## config.mk

```make
export PLATFORM = sky130hd
export DESIGN_NAME = feature_vector_loader
export DESIGN_NICKNAME = d
export VERILOG_FILES = /design/src/rtl/feature_vector_loader.sv
export SDC_FILE = /design/constraint.sdc
export NUM_CORES = 1
export LEC_CHECK = 0
export ABC_AREA = 1
export CAP_MARGIN = 20
export CORE_MARGIN = 1.5
export CORE_UTILIZATION = 57
export CTS_CLUSTER_DIAMETER = 120
export CTS_CLUSTER_SIZE = 28
export DETAILED_ROUTE_END_ITERATION = 16
export GPL_TIMING_DRIVEN = 1
export PLACE_DENSITY_LB_ADDON = 0.2
export SLEW_MARGIN = 20
export SYNTH_ARGS = -nofsm -noshare
export SYNTH_HDL_FRONTEND = slang
export SYNTH_SLANG_ARGS = --single-unit
export TNS_END_PERCENT = 30
```

## constraint.sdc

```tcl
create_clock -name Clock -period 3.04 [get_ports Clock]
set_input_delay 0.608 -clock Clock [delete_from_list [all_inputs] [get_ports Clock]]
set_output_delay 0.608 -clock Clock [all_outputs]
set_load 0.01 [all_outputs]
```

## src/rtl/feature_vector_loader.sv

```systemverilog
// Serial-to-parallel front end: collects N_FEAT samples into a fill buffer and
// hands them to the core as a held vector with a Start level, double buffered.
module feature_vector_loader #(
  parameter int unsigned N_FEAT            = 10,
  parameter int unsigned DW                = 10,
  parameter logic [15:0] FRAME_COUNT_RESET = '0
) (
  input  logic          Clock,
  input  logic          Rst,
  input  logic          SampleValid,
  input  logic [DW-1:0] SampleData,
  output logic          SampleReady,
  input  logic          Done,
  output logic [DW-1:0] VecOut [0:N_FEAT-1],
  output logic          Start,
  output logic          Overrun,
  output logic [15:0]   FrameCount
);

  localparam int unsigned   IW   = (N_FEAT > 1) ? $clog2(N_FEAT) : 1;
  localparam logic [IW-1:0] LAST = IW'(N_FEAT - 1);

  typedef enum logic {FILL, FULL} state_t;

  state_t          state;
  logic [IW-1:0]   idx;
  logic [DW-1:0]   fb [0:N_FEAT-1];
  logic            transfer;

  assign SampleReady = (state == FILL);
  // A Done in the same cycle as a pending transfer frees the slot and refills it at once.
  assign transfer    = (state == FULL) && (!Start || Done);

  always_ff @(posedge Clock) begin
    if (Rst) begin
      state      <= FILL;
      idx        <= '0;
      fb         <= '{default: '0};
      VecOut     <= '{default: '0};
      Start      <= 1'b0;
      Overrun    <= 1'b0;
      FrameCount <= FRAME_COUNT_RESET;
    end else begin
      if (SampleValid && !SampleReady)
        Overrun <= 1'b1;
      if (Done && Start && !transfer)
        Start <= 1'b0;
      case (state)
        FILL: begin
          if (SampleValid) begin
            fb[idx] <= SampleData;
            if (idx == LAST) begin
              idx   <= '0;
              state <= FULL;
            end else begin
              idx <= idx + 1'b1;
            end
          end
        end
        FULL: begin
          if (transfer) begin
            VecOut     <= fb;
            Start      <= 1'b1;
            FrameCount <= FrameCount + 16'd1;
            state      <= FILL;
          end
        end
      endcase
    end
  end

endmodule

```

## Yosys cells after proc, flatten, opt, wreduce, memory -nomap -nowiden

Cells that the tools add are included.

- Logic and storage cells: 53
- Bits in read-only memories: 0
- Input port bits: 14
- RAM bits: 0
- Latch bits: 0
- Bits in registers: 223
- Output and inout port bits: 119
- Memories kept: 0

- Reductions and logical operators: 10
- Magnitude comparators: 2
- Divide/modulo/power cells: 0
- Multiplexer cells: 11
- Multipliers: 0
- Bitwise gates (word level): 2
- Shift operators: 0
- Equality and inequality tests: 1
- Add/sub/neg operators: 2

Operators by type and width:

| operator | number |
|---|---|
| bitwise mux 100 bit | 1 |
| demux 10 bit (select 4 bit) | 1 |
| adder 16 x 1 -> 16 bit, second input constant | 1 |
| 2-to-1 mux 10 bit | 1 |
| 2-to-1 mux 1 bit | 6 |
| greater-or-equal comparator 5 bit, second input constant | 1 |
| logical AND 1 bit | 5 |
| less-than comparator 5 x 1 -> 1 bit, second input constant | 1 |
| inverter 4 -> 5 bit | 1 |
| adder 4 x 1 -> 4 bit, second input constant | 1 |
| equality test 4 bit, second input constant | 1 |
| 2-to-1 mux 4 bit | 1 |
| AND reduction 2 bit | 2 |
| zero test 1 bit | 2 |
| one-hot mux 1 bit (2 select lines) | 1 |
| logical OR 1 bit | 1 |
| inverter 1 bit | 1 |

## Logic depth before layout (Yosys ltp)

Gate-level depths: netlist of run 1.

- Word-level depth: 8
- Depth in mapped cells: 9
- Mapped depth without buffers: 8

## Worst setup path after synthesis of run 1

No wires, ideal clock.

- Kind: input port to flip-flop
- Start point: in Done
- End point: reg VecOut[14] (netlist name)
- Cell stages on the path: 6
- Path buffers: 3
- Data required time: 2.921 ns
- Arrival: 1.282 ns
- Library setup time: 0.119 ns
- Setup slack: 1.639 ns
- Path through: inv_1 > a21oi_2 > buf_4 > buf_6 > buf_2 > a21oi_1

- Longest elaborated chain between the ends: 3

RTL lines:

| what | RTL line | text |
|---|---|---|
| from (decl) | 13 | `input logic Done,` |
| logical OR 1 bit | 32 | `assign transfer = (state == FULL) && (!Start \|\| Done);` |
| logical AND 1 bit | 32 |  |
| AND reduction 2 bit (no source line) | -- |  |
| to (signal assigned) | 39 | `VecOut <= '{default: '0};` |
| to (signal assigned) | 62 | `VecOut <= fb;` |
| to (decl) | 14 | `output logic [DW-1:0] VecOut [0:N_FEAT-1],` |

Every way passes these cells.
A chain may end at the register's enable or synchronous reset.

## Worst setup path after layout of run 1

- Start point: reg state
- End point: out SampleReady

- Longest elaborated chain between the ends: 1

RTL lines:

| what | RTL line | text |
|---|---|---|
| from (decl) | 25 | `state_t state;` |
| from (signal assigned) | 36 | `state <= FILL;` |
| from (signal assigned) | 54 | `state <= FULL;` |
| from (signal assigned) | 65 | `state <= FILL;` |
| inverter 1 bit (no source line) | -- |  |
| to (decl) | 12 | `output logic SampleReady,` |

Every way passes these cells.

==> results of run 1 <==
stage by stage:
step	utilization (%)	instance area, um^2	hold WS [ns]	worst slack, ns	instances
final	69.45	9565	0.4569	0.9405	1248
after global routing	69.45	9565	0.4767	0.7830	1248
after CTS	69.45	9565	0.4528	0.9330	1248
after detailed placement	67.42	9286	0.4432	0.5598	1236
after global placement	67.42	9286	0.4372	0.6011	1236
after floorplan	-	7963	0.4291	1.639	990
report_power, final:
group	internal, mW	switching (mW)	leakage [nW]
logic	0.0580	0.143	1.49
clock network	0.660	0.856	0.137
registers	2.95	0.0124	1.80
per-layer routing:
metal | track usage, % | wire length, um
met5 | 0 | 0
met4 | 5.368 | 276
met3 | 3.336 | 1099
met2 | 39.74 | 8367
met1 | 34.77 | 8539
cell usage after synthesis, types with 2 or more instances:
cell      instances  area [um^2]
o21ai_1           3        15.01
nand3_1          17        85.08
buf_2            27        135.1
inv_1            83        311.6
clkbuf_1         33        123.9
inv_2             6        22.52
nand4_1           8        50.05
buf_1            10        37.54
nor2_1          170        638.1
nor3_1            5        25.02
nor3_2            2        20.02
a21oi_1         142        710.7
o21ai_0         194        970.9
nand2_1          50        187.7
buf_4             5        37.54
dfxtp_1         223         4464
nor2_4            4        45.04
nand2_4           2        22.52
cell type report:
cell class / instances / area, um^2 / area share, %
well taps: 180 / 225.2 / 2.354
repair buffers: 142 / 1434 / 14.99
multi-input cells: 602 / 2826 / 29.55
flip-flops and latches: 223 / 4464 / 46.67
inverters: 89 / 336.6 / 3.519
clock buffers: 12 / 279.0 / 2.917
kinds of logic (layout without fill, tap and decap cells):
kind of cell / Yosys count / in the layout / synth area share [%]
fa+ha+maj: 1 / 1 / 0.1571
compound gates: 340 / 340 / 21.42
simple gates: 260 / 260 / 13.72
flops: 223 / 223 / 56.07
xor+xnor: 1 / 1 / 0.1100
buf+inv: 165 / 243 / 8.532
worst max-delay path by stage:
stage	end	cells past startpoint	from
after detailed placement	fb[43]	6	SampleValid
after floorplan	VecOut[14]	6	Done
after CTS	SampleReady	2	state
after global routing	FrameCount[15]	9	Done
final	SampleReady	2	state
after global placement	VecOut[0]	7	Done
state kept, by name, indices dropped and copies added, names as in the netlist:
register / count
fb: 100
FrameCount: 16
Overrun: 1
idx: 4
Start: 1
VecOut: 100
state: 1
critical path, delay by kind of cell, from the launching register on:
family | cells | cell delay [ns]
buf+inv | 2 | 0.68
flops | 1 | 0.36
==> results by group, run 1 <==
Worst hold path
  • Hold crit path type: register to register
  • Hold path endpoint: VecOut[39]
  • Hold_sp: fb[39]
  • Hold depth: 2

Logic synthesis
  • Synth Flop Type: dfxtp_1
  • Mean Syn Cell Area: 8.043 um^2
  • EDFF count, synth: 0
  • Syn_nets: 1005
  • Number of library cell types mapped by synthesis: 24
  • Synth Instances: 990
  • FF+latch count, synth: 223
  • YS warnings: 0
  • Synth async-reset ratio: 0%
  • Sequential area share after synthesis: 56.07%
  • Synthesized area: 0.007963 mm^2

Die
  • Die Wd: 121.2 um
  • Initial Util: 57.81%
  • Die H: 121.2 um
  • Die area: 0.01469 mm^2
  • IO Pins: 133
  • Rows: 43
  • Placeable Area: 0.01377 mm^2

Pwr
  • Max VDD drop: 288.2 uV
  • Leakage: 3.428 nW
  • P per Cell Area: 489.3 mW/mm^2
  • Power consumption: 4.681 mW

Clocking
  • Clk_lat worst skew: 0.46 ns
  • Post-CTS Setup Inserts: 0
  • H-tree Lvls: 1
  • CTS resizes: 0
  • Clock sink count: 223
  • Total CTS buffers: 11
  • Hold Buf Count CTS: 0
  • TritonCTS clock tree: yes
  • Root buffer cell: clkbuf_16
  • Longest Clk Path Bufs: 3
  • Clk slew on worst S/H paths: 0.10 ns

Global routing
  • Total grt overflow: 0
  • Initial antenna violation count: 0
  • Gr usage total: 24.42%
  • Vias in the first global route: 5812
  • First-pass GRT wire length: 29020 um
  • Largest net degree at the start of global routing: 117

Timing
  • Max Fclk: 476.3 MHz
  • Setup Viol. Count Final: 0
  • RSZ-0062 raised after global routing: false
  • TNS Setup: 0 ns
  • Final Skew: 0.01359 ns
  • Fin crit share: 69.06%
  • Hold Vio Cnt, Final: 0
  • Final slew viol count: 0
  • Worst-margin pin slew: 0.7383 ns
  • Rel. slew slack: 50.63%
  • Period minus WS final: 2.099 ns

Route
  • Vias: 6579
  • Drt drc: 0
  • Pre-antenna DRT Iters: 5
  • WL/cell: 14.65 um
  • Routed WL: 18280 um
  • Via/cell ratio: 5.272
  • Detailed Route Iter0 Violations: 602
  • Post-route ant nets: 0

Setup path
  • Crit-path slowest cell: clkdlybuf4s50_1
  • Worst reg2reg startpoint: state
  • CP Class: register to output pin
  • Setup slack, reg-to-reg: 1.24 ns
  • Cells along the critical path: inv_2 -> clkdlybuf4s50_1
  • Setup crit start kind: register
  • Critical Path End Type: output pin
  • Worst EP arrival: 1.49 ns
  • Worst path max stage delay: 0.55 ns
  • CP max FO: 4
  • Critical Path RT: 2.43 ns
  • Reg2Reg Capture Point: fb[43]
  • R2R depth: 6

Placed design
  • Port Buffers: 132
  • DP HPWL: 11320 um
  • Placer Congestion: 0.7928

Finish
  • Commonest non-fill, non-tap cell in the layout: dfxtp_1
  • Most frequent cells in the layout: 223 x dfxtp_1, 194 x o21ai_0, 170 x nor2_1
  • # fillers: 1169
  • N_diodes: 0
  • Syn-to-layout area delta: 20.13%
  • Share of layout cells above drive strength 1: 3.558%
  • Layout Nets: 1084

Job
  • Max_cap viols: 0

Run status
  • Status: finished, final reports clean
(Power assumes the default switching activity.)
==> inputs of run 2 (changes only) <==
- CORE_UTILIZATION: 57 -> 53
- clock period: 3.04 -> 2.04 ns (I/O delays scaled with it)
==> run 2 against run 1 <==
Via count increased by 0.11%. Register-to-register slack got worse by 0.72 ns. First-iteration DRC count decreased by 13%. Final cell count increased by 2.2%. Sequential share of layout area decreased by 1.3 points. Final area increased by 2.8%. Global-route usage decreased by 0.93 points. Utilization decreased by 2.1 points. Total power increased by 50%. Setup slack got worse by 0.86 ns. Critical path depth unchanged. Hold slack got worse by 0.0010 ns.
==> results by group, run 2 (synthesis results as in run 1) <==
Timing
  • RSZ-0062 raised after global routing: false
  • Final Skew: 0.009777 ns (-0.003814 ns)
  • Period minus WS final: 1.958 ns
  • Hold Vio Cnt, Final: 0 (unchanged)
  • Final slew viol count: 0 (unchanged)
  • Rel. slew slack: 59.54% (+8.9 points)
  • Fin crit share: 95.97%
  • Max Fclk: 510.8 MHz
  • TNS Setup: 0 ns (unchanged)
  • Worst-margin pin slew: 0.6050 ns (-0.1333 ns)
  • Setup Viol. Count Final: 0 (unchanged)
  • Final WS setup: 0.08212 ns (-0.8584 ns)

Global routing
  • Vias in the first global route: 6107 (+5.1%)
  • Gr usage total: 23.50% (-0.93 points)
  • Total grt overflow: 0 (unchanged)
  • First-pass GRT wire length: 30840 um (+6.3%)
  • Initial antenna violation count: 0 (unchanged)
  • Largest net degree at the start of global routing: 59 (-50%)

Placed design
  • Post-place setup slack: 0.1742 ns (-0.3855 ns)
  • DP HPWL: 12130 um (+7.1%)
  • Port Buffers: 132 (unchanged)
  • Post-Place Cells: 1263 (+2.2%)
  • Placer Congestion: 0.8403 (+6.0%)

Setup path
  • CP Class: register to output pin
  • R2R depth: 6 (unchanged)
  • Origin of the worst setup path: state
  • Reg2Reg Capture Point: FrameCount[8]
  • Setup slack, reg-to-reg: 0.52 ns (-0.72 ns)
  • Setup crit start kind: register
  • CP max FO: 4 (unchanged)
  • Crit path to: SampleReady
  • Worst reg2reg startpoint: FrameCount[0]
  • Critical Path End Type: output pin
  • Worst EP arrival: 1.55 ns (+0.06 ns)
  • Critical Path RT: 1.63 ns (-0.80 ns)

Finish
  • Commonest non-fill, non-tap cell in the layout: dfxtp_1
  • N_diodes: 0 (unchanged)
  • Core Util, Final: 67.38% (-2.1 points)
  • Most frequent cells in the layout: 223 x dfxtp_1, 194 x o21ai_0, 170 x nor2_1
  • Biggest regs: VecOut: 100 flops, fb: 100 flops, FrameCount: 16 flops
  • Syn-to-layout area delta: 23.46%
  • Fin cells: 1275 (+2.2%)
  • Layout Nets: 1107 (+2.1%)
  • Share of layout cells above drive strength 1: 5.591% (+2.0 points)

Job
  • Max_cap viols: 0 (unchanged)

Die
  • Initial Util: 54.58% (-3.2 points)
  • Die Wd: 125.6 um (+3.6%)
  • Die H: 125.6 um (+3.6%)
  • IO Pins: 133 (unchanged)
  • Die area: 0.01577 mm^2 (+7.4%)
  • Placeable Area: 0.01459 mm^2 (+5.9%)
  • Rows: 44 (+2.3%)

Pwr
  • Max VDD drop: 432.4 uV (+50%)
  • P per Cell Area: 712.8 mW/mm^2 (+46%)
  • Leakage: 3.570 nW (+4.2%)

Clocking
  • Longest Clk Path Bufs: 3 (unchanged)
  • Post-CTS Setup Inserts: 0 (unchanged)
  • Clk slew on worst S/H paths: 0.10 ns (about the same)
  • TritonCTS clock tree: yes
  • Hold Buf Count CTS: 0 (unchanged)
  • H-tree Lvls: 1 (unchanged)
  • Total CTS buffers: 11 (unchanged)
  • Root buffer cell: clkbuf_16
  • Clk_lat worst skew: 0.45 ns (about the same)
  • CTS resizes: 0 (unchanged)
  • Clock sink count: 223 (unchanged)

Run status
  • Status: finished, final reports clean

Route
  • Post-route ant nets: 0 (unchanged)
  • Detailed Route Iter0 Violations: 522 (-13%)
  • Vias: 6586 (+0.11%)
  • Routed WL: 18590 um (+1.7%)
  • Pre-antenna DRT Iters: 4 (-1)
  • Via/cell ratio: 5.165 (-2.0%)
  • WL/cell: 14.58 um (-0.46%)
  • Drt drc: 0 (unchanged)

Worst hold path
  • Hold crit path type: register to register
  • Hold depth: 2 (unchanged)
[run 2: cell types whose count changed in the layout (fill, tap and decap cells not counted)]
cell / previous run / this run
buf_12: 3 / 10
buf_4: 7 / 23
[run 2: worst max-delay path, cell delays in order (launching register included)]
cell	delay, ns
dfxtp_1	0.38
inv_2	0.15
clkdlybuf4s50_1	0.57
[run 2: layout make-up]
type                    instances  area (um^2)
well taps                     184        230.2
flip-flops and latches        223         4464
multi-input cells             602         2826
fillers                      1207         4758
repair buffers                165         1694
clock buffers                  12        279.0
inverters                      89        336.6
[run 2: worst min path at each step]
stage	slack, ns	start	endpoint
after floorplan	0.43	fb[57]	VecOut[57]
after global placement	0.44	fb[52]	VecOut[52]
after detailed placement	0.44	fb[51]	VecOut[51]
after CTS	0.46	fb[51]	VecOut[51]
after global routing	0.47	fb[49]	fb[49]
final	0.46	fb[51]	VecOut[51]
[run 2: power by group]
| group | switching [mW] | total [mW] | leakage [nW] | internal, mW |
|---|---|---|---|---|
| sequential | 0.0173 | 4.42 | 1.80 | 4.40 |
| clock | 1.28 | 2.26 | 0.137 | 0.984 |
| combinational | 0.218 | 0.328 | 1.63 | 0.110 |
[run 2: routing by layer]
metal	up-vias	share of wire [%]	global-route usage [%]
li1	3414	-	-
met1	3011	47	33.40
met2	143	46	39.07
met3	18	5.6	2.824
met4	0	1.5	4.078
met5	-	0	0
[run 2: metrics by stage]
step | area [um^2] | hold slack (ns) | total power, mW
6_report | 9831 | 0.4559 | 7.008
4_1_cts | 9831 | 0.4583 | 7.063
3_3_place_gp | 9552 | 0.4395 | 4.835
3_5_place_dp | 9552 | 0.4414 | 4.841
2_1_floorplan | 7963 | 0.4291 | 4.712
5_1_grt | 9831 | 0.4741 | 7.256
==> inputs of run 3 (changes only) <==
- CAP_MARGIN: 20 -> 0
==> results of run 3 <==
Final layout, timing and power as in run 2 (identical DEF).
